===== src/rtl/mem_stage_pkg.sv =====
// rtl/mem_stage_pkg.sv - bus widths, load opcodes and state encodings for the memory stage
package mem_stage_pkg;

    localparam int ES_TO_MS_BUS_WD = 159;
    localparam int MS_TO_WS_BUS_WD = 152;
    localparam int MS_TO_DS_BUS_WD = 39;

    localparam logic [2:0] LD_W  = 3'd0;
    localparam logic [2:0] LD_B  = 3'd1;
    localparam logic [2:0] LD_BU = 3'd2;
    localparam logic [2:0] LD_H  = 3'd3;
    localparam logic [2:0] LD_HU = 3'd4;

    typedef enum logic [1:0] {
        MS_IDLE  = 2'd0,
        MS_WAIT  = 2'd1,
        MS_DONE  = 2'd2,
        MS_DRAIN = 2'd3
    } ms_state_t;

endpackage


===== src/rtl/mem_stage_load_align.sv =====
// rtl/mem_stage_load_align.sv - byte/halfword lane select and sign/zero extension of load data
module load_align
    import mem_stage_pkg::*;
(
    input  logic [31:0] word,
    input  logic [1:0]  addr_lo,
    input  logic [2:0]  ld_op,
    output logic [31:0] result
);

    logic [7:0]  byte_lane;
    logic [15:0] half_lane;

    always_comb begin
        byte_lane = word[7:0];
        case (addr_lo)
            2'd1:    byte_lane = word[15:8];
            2'd2:    byte_lane = word[23:16];
            2'd3:    byte_lane = word[31:24];
            default: byte_lane = word[7:0];
        endcase
    end

    assign half_lane = addr_lo[1] ? word[31:16] : word[15:0];

    // Unused opcodes fall back to a full-word load.
    always_comb begin
        result = word;
        case (ld_op)
            LD_B:    result = {{24{byte_lane[7]}}, byte_lane};
            LD_BU:   result = {24'd0, byte_lane};
            LD_H:    result = {{16{half_lane[15]}}, half_lane};
            LD_HU:   result = {16'd0, half_lane};
            default: result = word;
        endcase
    end

endmodule


===== src/rtl/mem_stage.sv =====
// rtl/mem_stage.sv - memory-access pipeline stage with response wait, drain on flush and bypass bus
module mem_stage
    import mem_stage_pkg::*;
(
    input  logic                       clk,
    input  logic                       resetn,
    input  logic                       ws_allowin,
    output logic                       ms_allowin,
    input  logic                       es_to_ms_valid,
    input  logic [ES_TO_MS_BUS_WD-1:0] es_to_ms_bus,
    output logic                       ms_to_ws_valid,
    output logic [MS_TO_WS_BUS_WD-1:0] ms_to_ws_bus,
    output logic [MS_TO_DS_BUS_WD-1:0] ms_to_ds_bus,
    input  logic                       data_sram_data_ok,
    input  logic [31:0]                data_sram_rdata,
    input  logic                       ws_flush_pipe
);

    logic                       ms_valid;
    ms_state_t                  state;
    logic [ES_TO_MS_BUS_WD-1:0] es_bus_r;
    logic [31:0]                rdata_buf;

    logic        mem_req;
    logic        res_from_mem;
    logic [2:0]  ld_op;
    logic [1:0]  addr_lo;
    logic [151:0] ws_fields;
    logic        gr_we;
    logic [4:0]  dest;
    logic [31:0] alu_result;

    logic        ms_ready_go;
    logic        ms_entry;
    logic [31:0] load_word;
    logic [31:0] load_result;
    logic [31:0] final_result;
    logic        fwd_valid;
    logic        fwd_block;

    assign mem_req      = es_bus_r[158];
    assign res_from_mem = es_bus_r[157];
    assign ld_op        = es_bus_r[156:154];
    assign addr_lo      = es_bus_r[153:152];
    assign ws_fields    = es_bus_r[151:0];
    assign gr_we        = ws_fields[69];
    assign dest         = ws_fields[68:64];
    assign alu_result   = ws_fields[63:32];

    assign ms_ready_go    = !mem_req || (state == MS_DONE)
                          || ((state == MS_WAIT) && data_sram_data_ok);
    assign ms_allowin     = (state != MS_DRAIN) && (!ms_valid || (ms_ready_go && ws_allowin));
    assign ms_to_ws_valid = ms_valid && ms_ready_go && !ws_flush_pipe;
    assign ms_entry       = ms_allowin && es_to_ms_valid && !ws_flush_pipe;

    // A response parked in DONE must win over whatever the SRAM presents later.
    assign load_word = (state == MS_DONE) ? rdata_buf : data_sram_rdata;

    load_align u_load_align (
        .word    (load_word),
        .addr_lo (addr_lo),
        .ld_op   (ld_op),
        .result  (load_result)
    );

    assign final_result = res_from_mem ? load_result : alu_result;
    assign ms_to_ws_bus = {ws_fields[151:64], final_result, ws_fields[31:0]};

    assign fwd_valid    = ms_valid && gr_we;
    assign fwd_block    = ms_valid && res_from_mem && !ms_ready_go;
    assign ms_to_ds_bus = {fwd_valid, fwd_block, dest, final_result};

    always_ff @(posedge clk or negedge resetn) begin
        if (!resetn) begin
            ms_valid <= 1'b0;
            state    <= MS_IDLE;
        end else begin
            case (state)
                MS_WAIT: begin
                    if (data_sram_data_ok)
                        state <= (ws_allowin || ws_flush_pipe) ? MS_IDLE : MS_DONE;
                    else if (ws_flush_pipe)
                        state <= MS_DRAIN;
                end
                MS_DONE: begin
                    if (ws_allowin || ws_flush_pipe)
                        state <= MS_IDLE;
                end
                MS_DRAIN: begin
                    if (data_sram_data_ok)
                        state <= MS_IDLE;
                end
                default: state <= MS_IDLE;
            endcase

            // A new instruction overrides the retiring one's next state.
            if (ms_entry) begin
                ms_valid <= 1'b1;
                state    <= es_to_ms_bus[158] ? MS_WAIT : MS_IDLE;
            end else if (ms_allowin || ws_flush_pipe) begin
                ms_valid <= 1'b0;
            end
        end
    end

    always_ff @(posedge clk) begin
        if (ms_entry)
            es_bus_r <= es_to_ms_bus;
        if ((state == MS_WAIT) && data_sram_data_ok)
            rdata_buf <= data_sram_rdata;
    end

endmodule

===== config.mk =====
export PLATFORM = sky130hd
export DESIGN_NAME = mem_stage
export DESIGN_NICKNAME = d
export VERILOG_FILES = /design/src/rtl/mem_stage_pkg.sv /design/src/rtl/mem_stage_load_align.sv /design/src/rtl/mem_stage.sv
export SDC_FILE = /design/constraint.sdc
export NUM_CORES = 1
export LEC_CHECK = 0
export ABC_AREA = 1
export BUFFER_PORTS_ARGS = -buffer_cell sky130_fd_sc_hd__buf_2
export CORE_ASPECT_RATIO = 1.75
export CORE_MARGIN = 8
export CORE_UTILIZATION = 30
export DETAILED_ROUTE_END_ITERATION = 7
export GPL_ROUTABILITY_DRIVEN = 1
export PLACE_DENSITY = 0.53
export SLEW_MARGIN = 15
export SYNTH_ARGS = -nofsm -noshare
export SYNTH_HDL_FRONTEND = slang
export SYNTH_SLANG_ARGS = --single-unit

===== constraint.sdc =====
create_clock -name clk -period 5.28 [get_ports clk]
set_input_delay 1.056 -clock clk [delete_from_list [all_inputs] [get_ports clk]]
set_output_delay 1.056 -clock clk [all_outputs]
set_load 0.005 [all_outputs]

==> qor.csv, run 1 <==
metric,value,unit
Cell variety after synth,26,
Starting Density,30.2,%
largest net degree at the start of global routing,90,
fin nets,1178,
fin. max-slew vios,0,
clk buf depth,2,
top post-synthesis cells by area,"edfxtp_1 (65%), buf_4 (14%), nand2_1 (6.9%), nand3_1 (2.7%), inv_1 (2.0%)",
power per standard cell area,336,mW/mm²
Post-synth top cells,"edfxtp_1 (191), buf_4 (165), nand2_1 (162)",
DP Wirelength,20900,µm
H-tree levels,4,
peak supply drop,315,µV
Overall Power,3.54,mW
clock root cell,clkbuf_16,
DRT Pass-1 Iters,6,
DRC viols,0,
Cell Rows,83,
worst-margin pin slew,1.01,ns
clk slew on worst S/H paths,0.08,ns
Main synth FF type,edfxtp_1,
post-CTS setup buffer count,0,
Hold Fails Final Rpt,0,
first-pass GRT wire length,37900,µm
Yosys top cell area share,65.0,%
gpl congestion,0.804,
DRT iter0 DRCs,373,
vias per cell,4.25,
Die Area,0.0354,mm²
die width,146,µm
RSZ-0062 raised after global routing,false,
Non-Filler Instances,1377,
Core Region,0.0292,mm²
worst clock skew,0.0110,ns
Worst setup SP type,flip-flop,
DIE HEIGHT,243,µm
minimum clock period,3.89,ns
Final Setup Violations,0,
Critical R2R Capture,es_bus_r[89]$_DFFE_PP_,
Comb pwr share,12.3,%
vias in the first global route,6228,
register area share after synthesis,65.9,%
slew margin rel.,32.5,%
setup_tns,0,ns
placed insts,1344,
"Async S/R FF share, synth",1.55,%
CP Class,flip-flop to output port,
Reg2Reg Depth,7,
Psw,0.877,mW
post_cts resized,0,
mapped cell area,0.00882,mm²
CTS hold repair buffers,0,
routed wire length,26100,µm
Num CTS Buffers,17,
period utilization,73.6,%
worst min path class,input pin to async pin,
clock power share,36.6,%
DR vias,5855,
fraction of layout cells with a size suffix above 1,45.8,%
worst hold margin,0.404,ns
DR WL/cell,19.0,µm
Switching Share,24.8,%
Layout fillers,2912,
Max-cap violations,0,
Synthesis Warnings,0,
I/O Buffers,389,
gr ovfl total,0,
area added between synthesis and finish,19.6,%
number of flops mapped to enable cells by yosys,191,
final core utilization,36.2,%
largest area contributor in the netlist,edfxtp_1,
Mapped Avg Cell Area,11.8,µm²
Pint,2.66,mW
CTS tree,yes,
DRT antenna net count,0,
CP endpoint kind,output port,
Top Ports,390,
sequential group share of total power,51.1,%
clk sink count,194,
Mapped Cells,749,
#FFs+latches synth,194,
top-count cell post-synth,edfxtp_1,
crit path max fanout,33,
CP required,4.22,ns
Syn Nets,946,
worst path arrival time,2.83,ns
status,finished clean,
Worst-Skew Late Latency,0.44,ns
Fmax,257,MHz
reg2reg setup slack,2.27,ns
RR Startpoint,state[1]$_DFFE_PN0P_,
initial antenna violation count,6,
Leak,4.70,nW
All-Layer GR Usage,14.4,%
[worst max-delay path: stages (launching register included)]
cell and delay (ns):
dfrtp_1 0.41, inv_1 0.09, nand2_2 0.54, nand2_1 0.19, nand3_2 0.14, nand4_2 0.45
nand3_1 0.27, nand2_1 0.07, inv_1 0.07, buf_2 0.14
[worst max-delay path by stage]
| stage | cells past startpoint | to | start | slack (ns) |
|---|---|---|---|---|
| 2_1_floorplan | 4 | es_bus_r[0]$_DFFE_PP_ | ws_allowin | 0.25 |
| 6_report | 9 | ms_to_ds_bus[16] | state[0]$_DFFE_PN0P_ | 1.39 |
| 5_1_grt | 9 | ms_to_ds_bus[16] | state[0]$_DFFE_PN0P_ | 1.14 |
| 3_3_place_gp | 10 | ms_to_ds_bus[16] | data_sram_rdata[15] | 1.82 |
| 3_5_place_dp | 10 | ms_to_ds_bus[16] | data_sram_rdata[15] | 1.78 |
| 4_1_cts | 9 | ms_to_ds_bus[16] | state[0]$_DFFE_PN0P_ | 1.33 |
[routing by layer]
metal  track usage (%)  vias to the layer above  part of all wire [%]
met1              12.6                     2709                    32
met4              6.52                        4                   3.0
li1                  -                     2829                     -
met3              6.13                       35                   8.8
met5                 0                        -                  0.10
met2              27.7                      278                    56
[cells by family after synthesis]
group | share of synthesized area [%]
buffers and inverters | 17.3
flip-flops | 65.9
AO/OA/AOI/OAI | 3.72
AND/OR/NAND/NOR | 13.1
[placed cells by master, fill, tap and decap left out, types with 3 or more instances in the layout]
cell type,n
a21oi_1,33
buf_2,389
dfrtp_1,3
clkinvlp_4,4
nand2_1,162
edfxtp_1,191
nand3_1,48
clkbuf_16,17
o21ai_1,8
nand3_2,4
nor2_1,22
a31oi_1,8
inv_6,5
buf_4,4
o21ai_0,11
diode_2,3
or2_2,16
inv_1,47
[area by class of cell]
class | instances | area (µm²) | share of cell area (%)
repair buffers | 394 | 2000 | 18.9
flip-flops and latches | 194 | 5810 | 55.1
clock inverters | 12 | 148 | 1.40
clock buffers | 18 | 429 | 4.07
diodes | 3 | 7.51 | 0.0712
multi-input cells | 324 | 1490 | 14.1
inverters | 50 | 193 | 1.83
well taps | 382 | 478 | 4.53
[metrics by stage]
stage | worst slack (ns) | area, µm²
after floorplan | 0.250 | 8820
after global placement | 1.82 | 9970
final | 1.39 | 10600
after CTS | 1.33 | 10500
after global routing | 1.14 | 10500
after detailed placement | 1.78 | 9970
[sequential cells by signal, indices dropped and copies added, names as in the netlist]
signal	flops
state	2
es_bus_r	159
rdata_buf	32
ms_valid	1
[power by group through the flow]
stage,combinational (mW),clock (mW),sequential [mW]
after floorplan,0.299,0,1.84
after global placement,0.444,0,1.84
after detailed placement,0.446,0,1.84
after CTS,0.446,1.34,1.81
after global routing,0.483,1.38,1.82
final,0.435,1.30,1.81
No activity file was read; power rests on OpenSTA's default activity.
==> inputs of run 2 (changes only) <==
Clock period 5.28 ns to 3.7 ns, I/O delays scaled along.
==> run 2 against run 1 <==
- clock skew shrank 0.0027 ns
- die area unchanged
- wire length increased by 2.3%
- final cell count grew 1.1%
- largest cell class unchanged
- critical path depth grew 1
- register-to-register slack worse by 1.2 ns
- first-iteration DRC count is 28% lower
- non-clock buffer count increased by 12
- count of clock-buffer cells in the layout down 1
- worst hold slack lost 0.31 ns
- flip-flop and latch count is the same
==> qor.csv, run 2 (same netlist as run 1, synthesis figures left out) <==
metric,value,unit,change
Critical Path Sink,ms_to_ws_bus[55],,
Top reg by flops,es_bus_r,,
"most common cell after layout, fill and taps aside",buf_2,,
CP endpoint kind,output port,,
Post-DP Area,0.0101,mm²,+1.6%
max reg flops,159,,unchanged
DRT Pass-1 Iters,4,,-2
DRT iter0 DRCs,268,,-28%
Num CTS Buffers,17,,unchanged
post-CTS setup buffer count,0,,unchanged
Leak,4.78,nW,+1.6%
DRT antenna net count,0,,unchanged
CTS hold repair buffers,0,,unchanged
area added between synthesis and finish,21.4,%,
Cell Rows,83,,unchanged
Worst-Skew Late Latency,0.44,ns,about the same
Fmax,300,MHz,
final core utilization,36.7,%,+0.53 points
reg2reg setup slack,1.05,ns,-1.22 ns
CP most frequent cell,nand2_1,,
worst-margin pin slew,0.707,ns,-0.306 ns
fraction of layout cells with a size suffix above 1,46.7,%,+0.95 points
Top Ports,390,,unchanged
initial antenna violation count,12,,+6
fin nets,1190,,+1.0%
vias in the first global route,6703,,+7.6%
setup_tns,0,ns,unchanged
CTS tree,yes,,
Starting Density,30.2,%,unchanged
crit path max fanout,25,,-24%
Crit path depth,10,,+1
All-Layer GR Usage,15.0,%,+0.56 points
gr ovfl total,0,,unchanged
largest net degree at the start of global routing,43,,-52%
Final Setup Violations,0,,unchanged
H-tree levels,4,,unchanged
Top Registers,"es_bus_r (159), rdata_buf (32), state (2)",,
worst hold margin,0.0943,ns,-0.309 ns
worst clock skew,0.00833,ns,-0.00271 ns
fin. max-slew vios,0,,unchanged
slew margin rel.,52.8,%,+20 points
Worst path slowest cell,nor2_4,,
Crit path buffers/inverters,3,,unchanged
clk sink count,194,,unchanged
Die Area,0.0354,mm²,unchanged
post_cts resized,0,,unchanged
"slowest stage delay, CP",0.49,ns,-0.05 ns
DP Wirelength,21900,µm,+4.5%
first-pass GRT wire length,39400,µm,+4.0%
clk slew on worst S/H paths,0.07,ns,about the same
Reg2Reg Depth,8,,+1
clk buf depth,2,,unchanged
RSZ-0062 raised after global routing,false,,
DIE HEIGHT,243,µm,unchanged
Max-cap violations,0,,unchanged
DR WL/cell,19.2,µm,+1.2%
gpl congestion,0.887,,+10%
Critical R2R Capture,es_bus_r[102]$_DFFE_PP_,,
most frequent cells in the layout,"buf_2 (389), edfxtp_1 (191), nand2_1 (161), nand3_1 (48), inv_1 (47)",,
Setup crit start,state[1]$_DFFE_PN0P_,,
power per standard cell area,469,mW/mm²,+40%
Top delay family on crit path,simple AND/OR/NAND/NOR gates,,
peak supply drop,303,µV,-3.6%
design area,0.0107,mm²,+1.5%
worst min path class,input pin to async pin,,
Layout fillers,2933,,+0.72%
I/O Buffers,389,,unchanged
status,finished clean,,
CP required,2.96,ns,-1.26 ns
DRC viols,0,,unchanged
crit-path cells,"inv_2, nor2_4, nand2_1, nand2_1, nand2_1, nand4_2, nand3_1, nand2_1, inv_1, buf_2",,
vias per cell,4.28,,+0.75%
clock root cell,clkbuf_16,,
placed insts,1356,,+0.89%
Non-Filler Instances,1392,,+1.1%
worst path arrival time,2.60,ns,-0.23 ns
Core Region,0.0292,mm²,unchanged
period utilization,90.2,%,
die width,146,µm,unchanged
DR vias,5963,,+1.8%
Hold Fails Final Rpt,0,,unchanged
RR Startpoint,state[1]$_DFFE_PN0P_,,
routed wire length,26700,µm,+2.3%
Worst setup SP type,flip-flop,,
CP Class,flip-flop to output port,,
minimum clock period,3.34,ns,
## run 2: cell types whose count changed in the layout (fill, tap and decap cells not counted), moves of 2 or more
cell and delta:
inv_8 +3, clkinv_1 +2, clkinv_4 +4, bufinv_16 -2
clkinv_8 +2, inv_6 -4, nand3_2 -2, buf_12 +2
clkinvlp_4 -2, buf_4 +10, nand3_4 +2
## run 2: worst min-delay path by stage
stage            from                   end  slack, ns  cells after the start
2_1_floorplan  resetn  ms_valid$_DFFE_PN0P_       0.44                      0
3_3_place_gp   resetn  ms_valid$_DFFE_PN0P_       0.55                      1
3_5_place_dp   resetn  ms_valid$_DFFE_PN0P_       0.56                      1
4_1_cts        resetn  state[1]$_DFFE_PN0P_       0.06                      1
5_1_grt        resetn  state[1]$_DFFE_PN0P_       0.07                      1
6_report       resetn  state[1]$_DFFE_PN0P_       0.09                      1
## run 2: report_power, final
group	switching [mW]	internal (mW)
registers	0.0330	2.54
logic	0.389	0.268
clock network	0.895	0.896
## run 2: routing by layer
layer	up-vias	routed length, µm	track usage, %
li1	2858	-	-
met1	2734	8140	12.2
met2	290	14800	28.5
met3	65	2580	7.15
met4	16	1070	8.40
met5	-	110	0
## run 2: layout make-up
| cell class | instances | area [µm²] | share of cell area [%] |
|---|---|---|---|
| Clock inverter | 15 | 148 | 1.38 |
| Tap cell | 382 | 478 | 4.46 |
| Clock buffer | 17 | 425 | 3.97 |
| Timing Repair Buffer | 406 | 2110 | 19.7 |
| Multi-Input combinational cell | 324 | 1530 | 14.3 |
| Antenna cell | 4 | 10.0 | 0.0935 |
| Sequential cell | 194 | 5810 | 54.3 |
| Inverter | 50 | 191 | 1.79 |
## run 2: per-stage QoR
step,power (mW),worst slack (ns)
finish,5.03,0.363
global route,5.23,0.166
CTS,5.11,0.300
global placement,3.29,0.803
detailed placement,3.30,0.805
floorplan,3.06,-0.0280
==> inputs of run 3 (changes only) <==
Settings changed: RECOVER_POWER set to 25.
==> run 3 against run 2 <==
- fmax increased by 0.10%
- register-to-register slack about the same
- non-clock buffer count unchanged
- global-route usage unchanged
- setup slack improved by 0.0034 ns
- design area about the same
- worst hold slack improved by 0.031 ns
- final cell count unchanged
- power about the same
- first-iteration DRC count unchanged
- count of clock-buffer cells in the layout unchanged
- largest power group unchanged
==> qor.csv, run 3 (same netlist as run 1, synthesis figures left out) <==
metric,value,unit,change
reg2reg setup slack,1.05,ns,about the same
worst-margin pin slew,0.708,ns,+0.000457 ns
pre-CTS setup slack,0.805,ns,unchanged
DRT antenna net count,0,,unchanged
vias in the first global route,6703,,unchanged
Switching Share,26.2,%,about the same
clk slew on worst S/H paths,0.07,ns,about the same
DRT Pass-1 Iters,5,,+1
period utilization,90.1,%,-0.091 points
Top Metal Used,met5,,
Psw,1.32,mW,about the same
first-pass GRT wire length,39400,µm,unchanged
I/O Buffers,389,,unchanged
fin nets,1190,,unchanged
Fmax,300,MHz,+0.10%
Die Area,0.0354,mm²,unchanged
Core Region,0.0292,mm²,unchanged
Final Setup Violations,0,,unchanged
DRC viols,0,,unchanged
Top reg by flops,es_bus_r,,
fin. max-slew vios,0,,unchanged
area added between synthesis and finish,21.3,%,about the same
Post-DP Area,0.0101,mm²,unchanged
DP Wirelength,21900,µm,unchanged
minimum clock period,3.33,ns,-0.00336 ns
clk buf depth,2,,unchanged
DIE HEIGHT,243,µm,unchanged
CP required,2.96,ns,about the same
CTS hold repair buffers,0,,unchanged
Leak,4.77,nW,-0.12%
RSZ-0062 raised after global routing,false,,
"most common cell after layout, fill and taps aside",buf_2,,
setup_tns,0,ns,unchanged
clock power share,35.6,%,about the same
gpl congestion,0.887,,unchanged
Top Registers,"es_bus_r (159), rdata_buf (32), state (2)",,
routed wire length,26700,µm,about the same
All-Layer GR Usage,15.0,%,unchanged
met2 WL,14800,µm,about the same
peak supply drop,304,µV,about the same
H-tree levels,4,,unchanged
Comb pwr share,13.1,%,about the same
CP endpoint kind,output port,,
clk sink count,194,,unchanged
crit path max fanout,25,,unchanged
status,finished clean,,
DR vias,5963,,unchanged
Pint,3.71,mW,about the same
Starting Density,30.2,%,unchanged
worst clock skew,0.00834,ns,+0.0000104 ns
vias per cell,4.28,,unchanged
Worst setup SP type,flip-flop,,
power per standard cell area,470,mW/mm²,about the same
fraction of layout cells with a size suffix above 1,46.5,%,-0.20 points
CP Class,flip-flop to output port,,
worst min path class,input pin to async pin,,
met3 WL,2560,µm,-1.1%
clock root cell,clkbuf_16,,
Top Ports,390,,unchanged
max reg flops,159,,unchanged
DRT iter0 DRCs,268,,unchanged
slew margin rel.,52.7,%,about the same
Worst-Skew Late Latency,0.44,ns,about the same
Hold Fails Final Rpt,0,,unchanged
DR WL/cell,19.2,µm,about the same
Max-cap violations,0,,unchanged
met1 wire length,8160,µm,+0.26%
Num CTS Buffers,17,,unchanged
CTS tree,yes,,
design area,0.0107,mm²,about the same
worst path arrival time,2.59,ns,about the same
sequential group share of total power,51.3,%,about the same
most frequent cells in the layout,"buf_2 (387), edfxtp_1 (191), nand2_1 (161), nand3_1 (48), inv_1 (47)",,
largest net degree at the start of global routing,43,,unchanged
post_cts resized,0,,unchanged
Cell Rows,83,,unchanged
gr ovfl total,0,,unchanged
initial antenna violation count,12,,unchanged
setup ws final,0.366,ns,+0.00336 ns
die width,146,µm,unchanged
post-CTS setup buffer count,0,,unchanged
[run 3: cell count changes in the layout (fill, tap and decap cells not counted)]
cell      previous run  this run
buf_2              389       387
clkbuf_1             0         2
[run 3: path summary, 6_finish.rpt]
check	startpoint	endpoint	depth (start not counted)
worst max register to register	state[1]$_DFFE_PN0P_	es_bus_r[102]$_DFFE_PP_	8
worst min-delay path	resetn	state[1]$_DFFE_PN0P_	1
worst max-delay path	state[1]$_DFFE_PN0P_	ms_to_ws_bus[55]	10
max in group asynchronous	resetn	ms_valid$_DFFE_PN0P_	1
min in group clk	es_to_ms_bus[92]	es_bus_r[92]$_DFFE_PP_	1
worst min register to register	ms_valid$_DFFE_PN0P_	ms_valid$_DFFE_PN0P_	2
[run 3: power by group through the flow]
stage	clock, mW	combinational [mW]	sequential [mW]
after floorplan	0	0.433	2.63
after global placement	0	0.667	2.63
after detailed placement	0	0.674	2.63
after CTS	1.85	0.675	2.58
after global routing	1.91	0.729	2.59
final	1.79	0.657	2.58
[run 3: through the flow]
stage,hold slack (ns),util [%],total power [mW],std cells
6_report,0.125,36.7,5.02,1392
5_1_grt,0.105,36.7,5.23,1390
4_1_cts,0.0617,36.7,5.11,1388
3_5_place_dp,0.557,34.7,3.30,1356
3_3_place_gp,0.552,34.7,3.29,1356
2_1_floorplan,0.444,-,3.06,749
[run 3: per-layer routing]
metal	global-route usage [%]	vias to the layer above
met3	7.15	65
met1	12.2	2744
met5	0	-
li1	-	2858
met2	28.5	280
met4	8.40	16
[run 3: area by class of cell]
class,count,area [µm²]
Fill cell,2934,18500
Sequential cell,194,5810
Timing Repair Buffer,406,2110
Multi-Input combinational cell,324,1530
Tap cell,382,478
Clock buffer,17,425
Inverter,50,191
Clock inverter,15,148
Antenna cell,4,10.0
[run 3: worst max-delay path, stage by stage (launching register included)]
cell and delay (ns):
dfrtp_1 0.43, inv_2 0.06, nor2_4 0.49, nand2_1 0.14, nand2_1 0.12, nand2_1 0.08
nand4_2 0.30, nand3_1 0.23, nand2_1 0.12, inv_1 0.05, buf_2 0.12
